--- src/rtl/imem_boot_loader.sv ---
// Boot loader: assembles a little-endian word stream into instruction memory,
// verifies an XOR checksum, then releases the core from reset.
module imem_boot_loader #(
  parameter int DEPTH_WORDS = 64,
  parameter int CNT_WIDTH   = 16
) (
  input  logic                 clk,
  input  logic                 reset,
  input  logic                 byte_valid,
  input  logic [7:0]           byte_data,
  output logic                 byte_ready,
  output logic                 imem_we,
  output logic [31:0]          imem_waddr,
  output logic [31:0]          imem_wdata,
  output logic                 core_reset_n,
  output logic                 load_done,
  output logic                 load_error,
  output logic [CNT_WIDTH-1:0] words_loaded
);

  typedef enum logic [2:0] {
    CNT_LO,
    CNT_HI,
    DATA,
    CSUM,
    RUN,
    ERROR
  } loadState_t;

  loadState_t           state, nextState;
  logic                 armed;
  logic [7:0]           cntLo;
  logic [CNT_WIDTH-1:0] wordCount;
  logic [CNT_WIDTH-1:0] hdrCount;
  logic [1:0]           lane;
  logic [23:0]          wordBuf;
  logic [7:0]           runXor;
  logic                 loading;
  logic                 transfer;
  logic                 writeWord;
  logic                 lastWord;

  // armed keeps byte_ready low until the first clock edge after reset release
  assign loading    = (state == CNT_LO) || (state == CNT_HI) ||
                      (state == DATA)   || (state == CSUM);
  assign byte_ready = armed && loading;
  assign transfer   = byte_valid && byte_ready;
  assign hdrCount   = CNT_WIDTH'({byte_data, cntLo});
  assign lastWord   = ((words_loaded + CNT_WIDTH'(1)) == wordCount);

  always_comb begin
    nextState = state;
    writeWord = 1'b0;
    case (state)
      CNT_LO: begin
        if (transfer) nextState = CNT_HI;
      end
      CNT_HI: begin
        if (transfer) begin
          if (hdrCount > CNT_WIDTH'(DEPTH_WORDS)) nextState = ERROR;
          else if (hdrCount == '0)                 nextState = CSUM;
          else                                     nextState = DATA;
        end
      end
      DATA: begin
        if (transfer && (lane == 2'd3)) begin
          writeWord = 1'b1;
          if (lastWord) nextState = CSUM;
        end
      end
      CSUM: begin
        if (transfer) nextState = (byte_data == runXor) ? RUN : ERROR;
      end
      default: nextState = state;
    endcase
  end

  // Datapath and sticky status; the checksum byte itself never enters runXor
  always_ff @(posedge clk or negedge reset) begin
    if (!reset) begin
      state        <= CNT_LO;
      armed        <= 1'b0;
      cntLo        <= '0;
      wordCount    <= '0;
      lane         <= '0;
      wordBuf      <= '0;
      runXor       <= '0;
      imem_we      <= 1'b0;
      imem_waddr   <= '0;
      imem_wdata   <= '0;
      core_reset_n <= 1'b0;
      load_done    <= 1'b0;
      load_error   <= 1'b0;
      words_loaded <= '0;
    end else begin
      state   <= nextState;
      armed   <= 1'b1;
      imem_we <= writeWord;
      if (transfer && (state != CSUM)) runXor <= runXor ^ byte_data;
      if (transfer && (state == CNT_LO)) cntLo <= byte_data;
      if (transfer && (state == CNT_HI)) wordCount <= hdrCount;
      if (transfer && (state == DATA)) begin
        lane <= lane + 2'd1;
        case (lane)
          2'd0:    wordBuf[7:0]   <= byte_data;
          2'd1:    wordBuf[15:8]  <= byte_data;
          2'd2:    wordBuf[23:16] <= byte_data;
          default: wordBuf        <= wordBuf;
        endcase
      end
      if (writeWord) begin
        imem_waddr   <= 32'({words_loaded, 2'b00});
        imem_wdata   <= {byte_data, wordBuf};
        words_loaded <= words_loaded + CNT_WIDTH'(1);
      end
      if ((state == CSUM) && (nextState == RUN)) load_done <= 1'b1;
      if ((state != ERROR) && (nextState == ERROR)) load_error <= 1'b1;
      if (state == RUN) core_reset_n <= 1'b1;
    end
  end

endmodule

--- config.mk ---
export PLATFORM = sky130hd
export DESIGN_NAME = imem_boot_loader
export DESIGN_NICKNAME = d
export VERILOG_FILES = /design/src/rtl/imem_boot_loader.sv
export SDC_FILE = /design/constraint.sdc
export NUM_CORES = 1
export LEC_CHECK = 0
export CAP_MARGIN = 20
export CORE_ASPECT_RATIO = 0.5
export CORE_MARGIN = 2
export CORE_UTILIZATION = 53
export DETAILED_ROUTE_END_ITERATION = 12
export GPL_TIMING_DRIVEN = 0
export MAX_ROUTING_LAYER = met4
export PLACE_DENSITY = 0.79
export SLEW_MARGIN = 20
export SYNTH_ARGS = -nofsm -noshare
export SYNTH_HDL_FRONTEND = slang
export SYNTH_SLANG_ARGS = --single-unit
--- constraint.sdc ---
create_clock -name clk -period 2.46 [get_ports clk]
set_clock_uncertainty 0.2 [all_clocks]
set_input_delay 0.246 -clock clk [delete_from_list [all_inputs] [get_ports clk]]
set_output_delay 0.246 -clock clk [all_outputs]
set_load 0.01 [all_outputs]
==> impl_metrics.py <==
metrics = {
    "run_status": {
        "status": "completed",
    },
    "timing": {
        "slew_headroom_pct": 50.13,
        "timing.fmax_mhz": 430.6,
        "tightest_slew_ns": 0.7439,
        "fin_crit_ns": 2.322,
        "finalSetupViolCount": 0,
        "period_share_pct": 94.40,
        "hold_viol": 0,
        "maxSlewViolCount": 0,
        "whs_ns": 0.07039,
    },
    "pwr": {
        "total_power_mw": 5.920,
        "powerDensity_nw_per_um2": 785.3,
        "peakVddDrop_mv": 0.6687,
        "p_leak_nw": 3.573,
    },
    "critical_path": {
        "path_max_fanout": 6,
        "end_kind": "register",
        "arrival_ns": 2.46,
        "cp.required_ns": 2.60,
        "setup.worst_path.class": "register to register",
        "critPathLaunchType": "register",
    },
    "global_routing": {
        "use_met1_pct": 31.19,
        "grt_pass1_vias": 4229,
        "grt_max_degree": 98,
        "grt_pass1_wl_um": 21580,
        "grt_usage_pct": 23.81,
        "grtUsageMet2_pct": 36.21,
        "grt-ovfl-total": 0,
        "grt-busiest-layer": "met2",
        "use_met3_pct": 7.068,
        "antenna_found_initial": 0,
    },
    "final_layout": {
        "areaGrowthSynthToFinish_pct": 27.76,
        "n_antenna_cell": 0,
        "final_cell_mix": "nand2_1 (163), dfrtp_1 (126), clkdlybuf4s50_1 (70), mux2_2 (48), xnor2_1 (34)",
        "drive_gt1_share_pct": 20.47,
        "layout_commonest_cell": "nand2_1",
        "nets": 684,
    },
    "logic_synthesis": {
        "synth-edff-count": 0,
        "avgSynthCellArea_sq_um": 10.59,
        "synthArstFlopShare_pct": 100.0,
        "ys_seq_area_share_pct": 55.13,
        "yosysWarnings": 0,
        "synth_seq_cells": 130,
        "ys_types": 50,
        "ys.flop_type": "dfrtp_1",
        "syn_area_sq_um": 5901,
        "synthCells": 557,
    },
    "floorplan": {
        "io_pins": 96,
        "dieHeight_um": 78.61,
        "dieArea_sq_um": 12040,
        "coreArea_sq_um": 10910,
        "start_util_pct": 54.08,
        "num_rows": 27,
        "dieWidth_um": 153.2,
    },
    "drt": {
        "dr.pass1.iters": 5,
        "drtAntennaViolNets": 0,
        "viasPerCell": 5.191,
        "via_count": 4277,
        "wl_per_cell_um": 15.74,
        "drc": 0,
        "drtIter0Drc": 208,
        "routed_wl_um": 12970,
    },
    "placement": {
        "io_buffers": 71,
        "place_hpwl_um": 8632,
        "place_congestion": 0.9184,
    },
    "flow_run": {
        "drv_cap": 0,
    },
    "clock_network": {
        "clock_sinks": 130,
        "cts_inserted_buffers": 17,
        "clkTransAtPathRegs_ns": 0.05,
        "cts_tree": "yes",
        "htree_levels": 4,
        "cts_max_path_buffers": 2,
        "clk-insertion-delay-late_ns": 0.42,
        "cts_root_buf": "clkbuf_16",
    },
    "hold_path": {
        "hold_class": "input pin to register",
    },
}
through the flow:
stage               instance area [sq um]  setup TNS [ns]  setup slack, ns  cells  util [%]
floorplan                            5957               0           0.1520    572         -
detailed placement                   6882          -15.07          -0.3687    789     63.07
global route                         7538        -0.01410         -0.01410    824     69.09
finish                               7538               0           0.1377    824     69.09
CTS                                  7483               0          0.01795    820     68.58
global placement                     6849         -538.94           -4.044    788     62.77
final cells by class:
| type | count | area [sq um] |
|---|---|---|
| fillers | 791 | 3373 |
| flip-flops and latches | 130 | 3258 |
| multi-input cells | 385 | 2439 |
| repair buffers | 77 | 783.3 |
| clock buffers | 21 | 480.5 |
| plain buffers | 48 | 280.3 |
| well taps | 145 | 181.4 |
| clock inverters | 9 | 82.58 |
| inverters | 9 | 33.78 |
timing repair:
item,4_1_cts,5_1_grt
resized for setup,9,14
setup endpoints to repair,43,50
pin swaps,0,4
hold buffers,1,0
buffers inserted,0,4
hold endpoints to repair,130,0
critical path, stage by stage, from the launching register on:
cell and delay (ns):
dfrtp_2 0.46, ha_4 0.20, and2_2 0.19, xnor2_1 0.11, or3_1 0.32, a2111oi_2 0.44, o2111ai_2 0.16, a21oi_1 0.17
synth_stat cells (2+ instances only):
cell | n | share of area [%]
nor3_1 | 8 | 0.68
nand2_1 | 165 | 10
nand3b_1 | 2 | 0.25
ha_1 | 5 | 1.1
nand3_1 | 7 | 0.59
dfrtp_1 | 130 | 55
o21ai_0 | 9 | 0.76
nand4_1 | 9 | 0.95
nor2b_1 | 3 | 0.32
nor4_1 | 9 | 0.95
a21boi_0 | 2 | 0.25
buf_2 | 6 | 0.51
and3_1 | 2 | 0.21
buf_4 | 20 | 2.5
a2111oi_0 | 2 | 0.30
conb_1 | 2 | 0.13
o31ai_1 | 2 | 0.25
or2_1 | 2 | 0.21
clkbuf_1 | 21 | 1.3
nor2_1 | 11 | 0.70
xnor2_1 | 34 | 5.0
a21oi_1 | 4 | 0.34
xor2_1 | 19 | 2.8
or3_1 | 3 | 0.32
inv_1 | 8 | 0.51
mux2_2 | 48 | 9.2
cells by family after synthesis:
logic type      synth area share [%]
simple gates                   17.49
flops                          55.13
buf+inv                        5.153
xor+xnor                       8.143
mux                            9.160
compound gates                 3.732
fa+ha+maj                      1.060
other cells                   0.1273
sequential cells by signal (all words and copies together), names as in the netlist, 2 cells and up:
name          count
cntLo             8
imem_waddr       16
imem_wdata       32
lane              2
runXor            8
state             3
wordBuf          24
wordCount        16
words_loaded     16
final timing paths:
kind | from | cells after the start | end | slack, ns
max | words_loaded[0] | 7 | state[0] | 0.14
min | byte_data[7] | 3 | imem_wdata[31] | 0.07
max reg2reg | words_loaded[0] | 7 | state[0] | 0.14
min reg2reg | core_reset_n | 1 | core_reset_n | 0.26
max in group asynchronous | reset | 3 | imem_wdata[7] | 1.19
min in group asynchronous | reset | 2 | imem_wdata[12] | 0.10
layer usage:
metal  vias to the layer above  share of wire [%]  wire length [um]
met2                       121                 47              6127
li1                       2033                  -                 -
met3                        19                5.2               670
met5                         -                  0                 0
met4                         0                1.6               207
met1                      2104                 46              5965
report_power, final:
group / internal, mW / total (mW) / switching [mW]
Sequential: 2.42 / 2.69 / 0.265
Combinational: 0.473 / 0.859 / 0.385
Clock: 1.48 / 2.37 / 0.896
Total: 4.37 / 5.92 / 1.55
No activity file was read; power rests on OpenSTA's default activity.
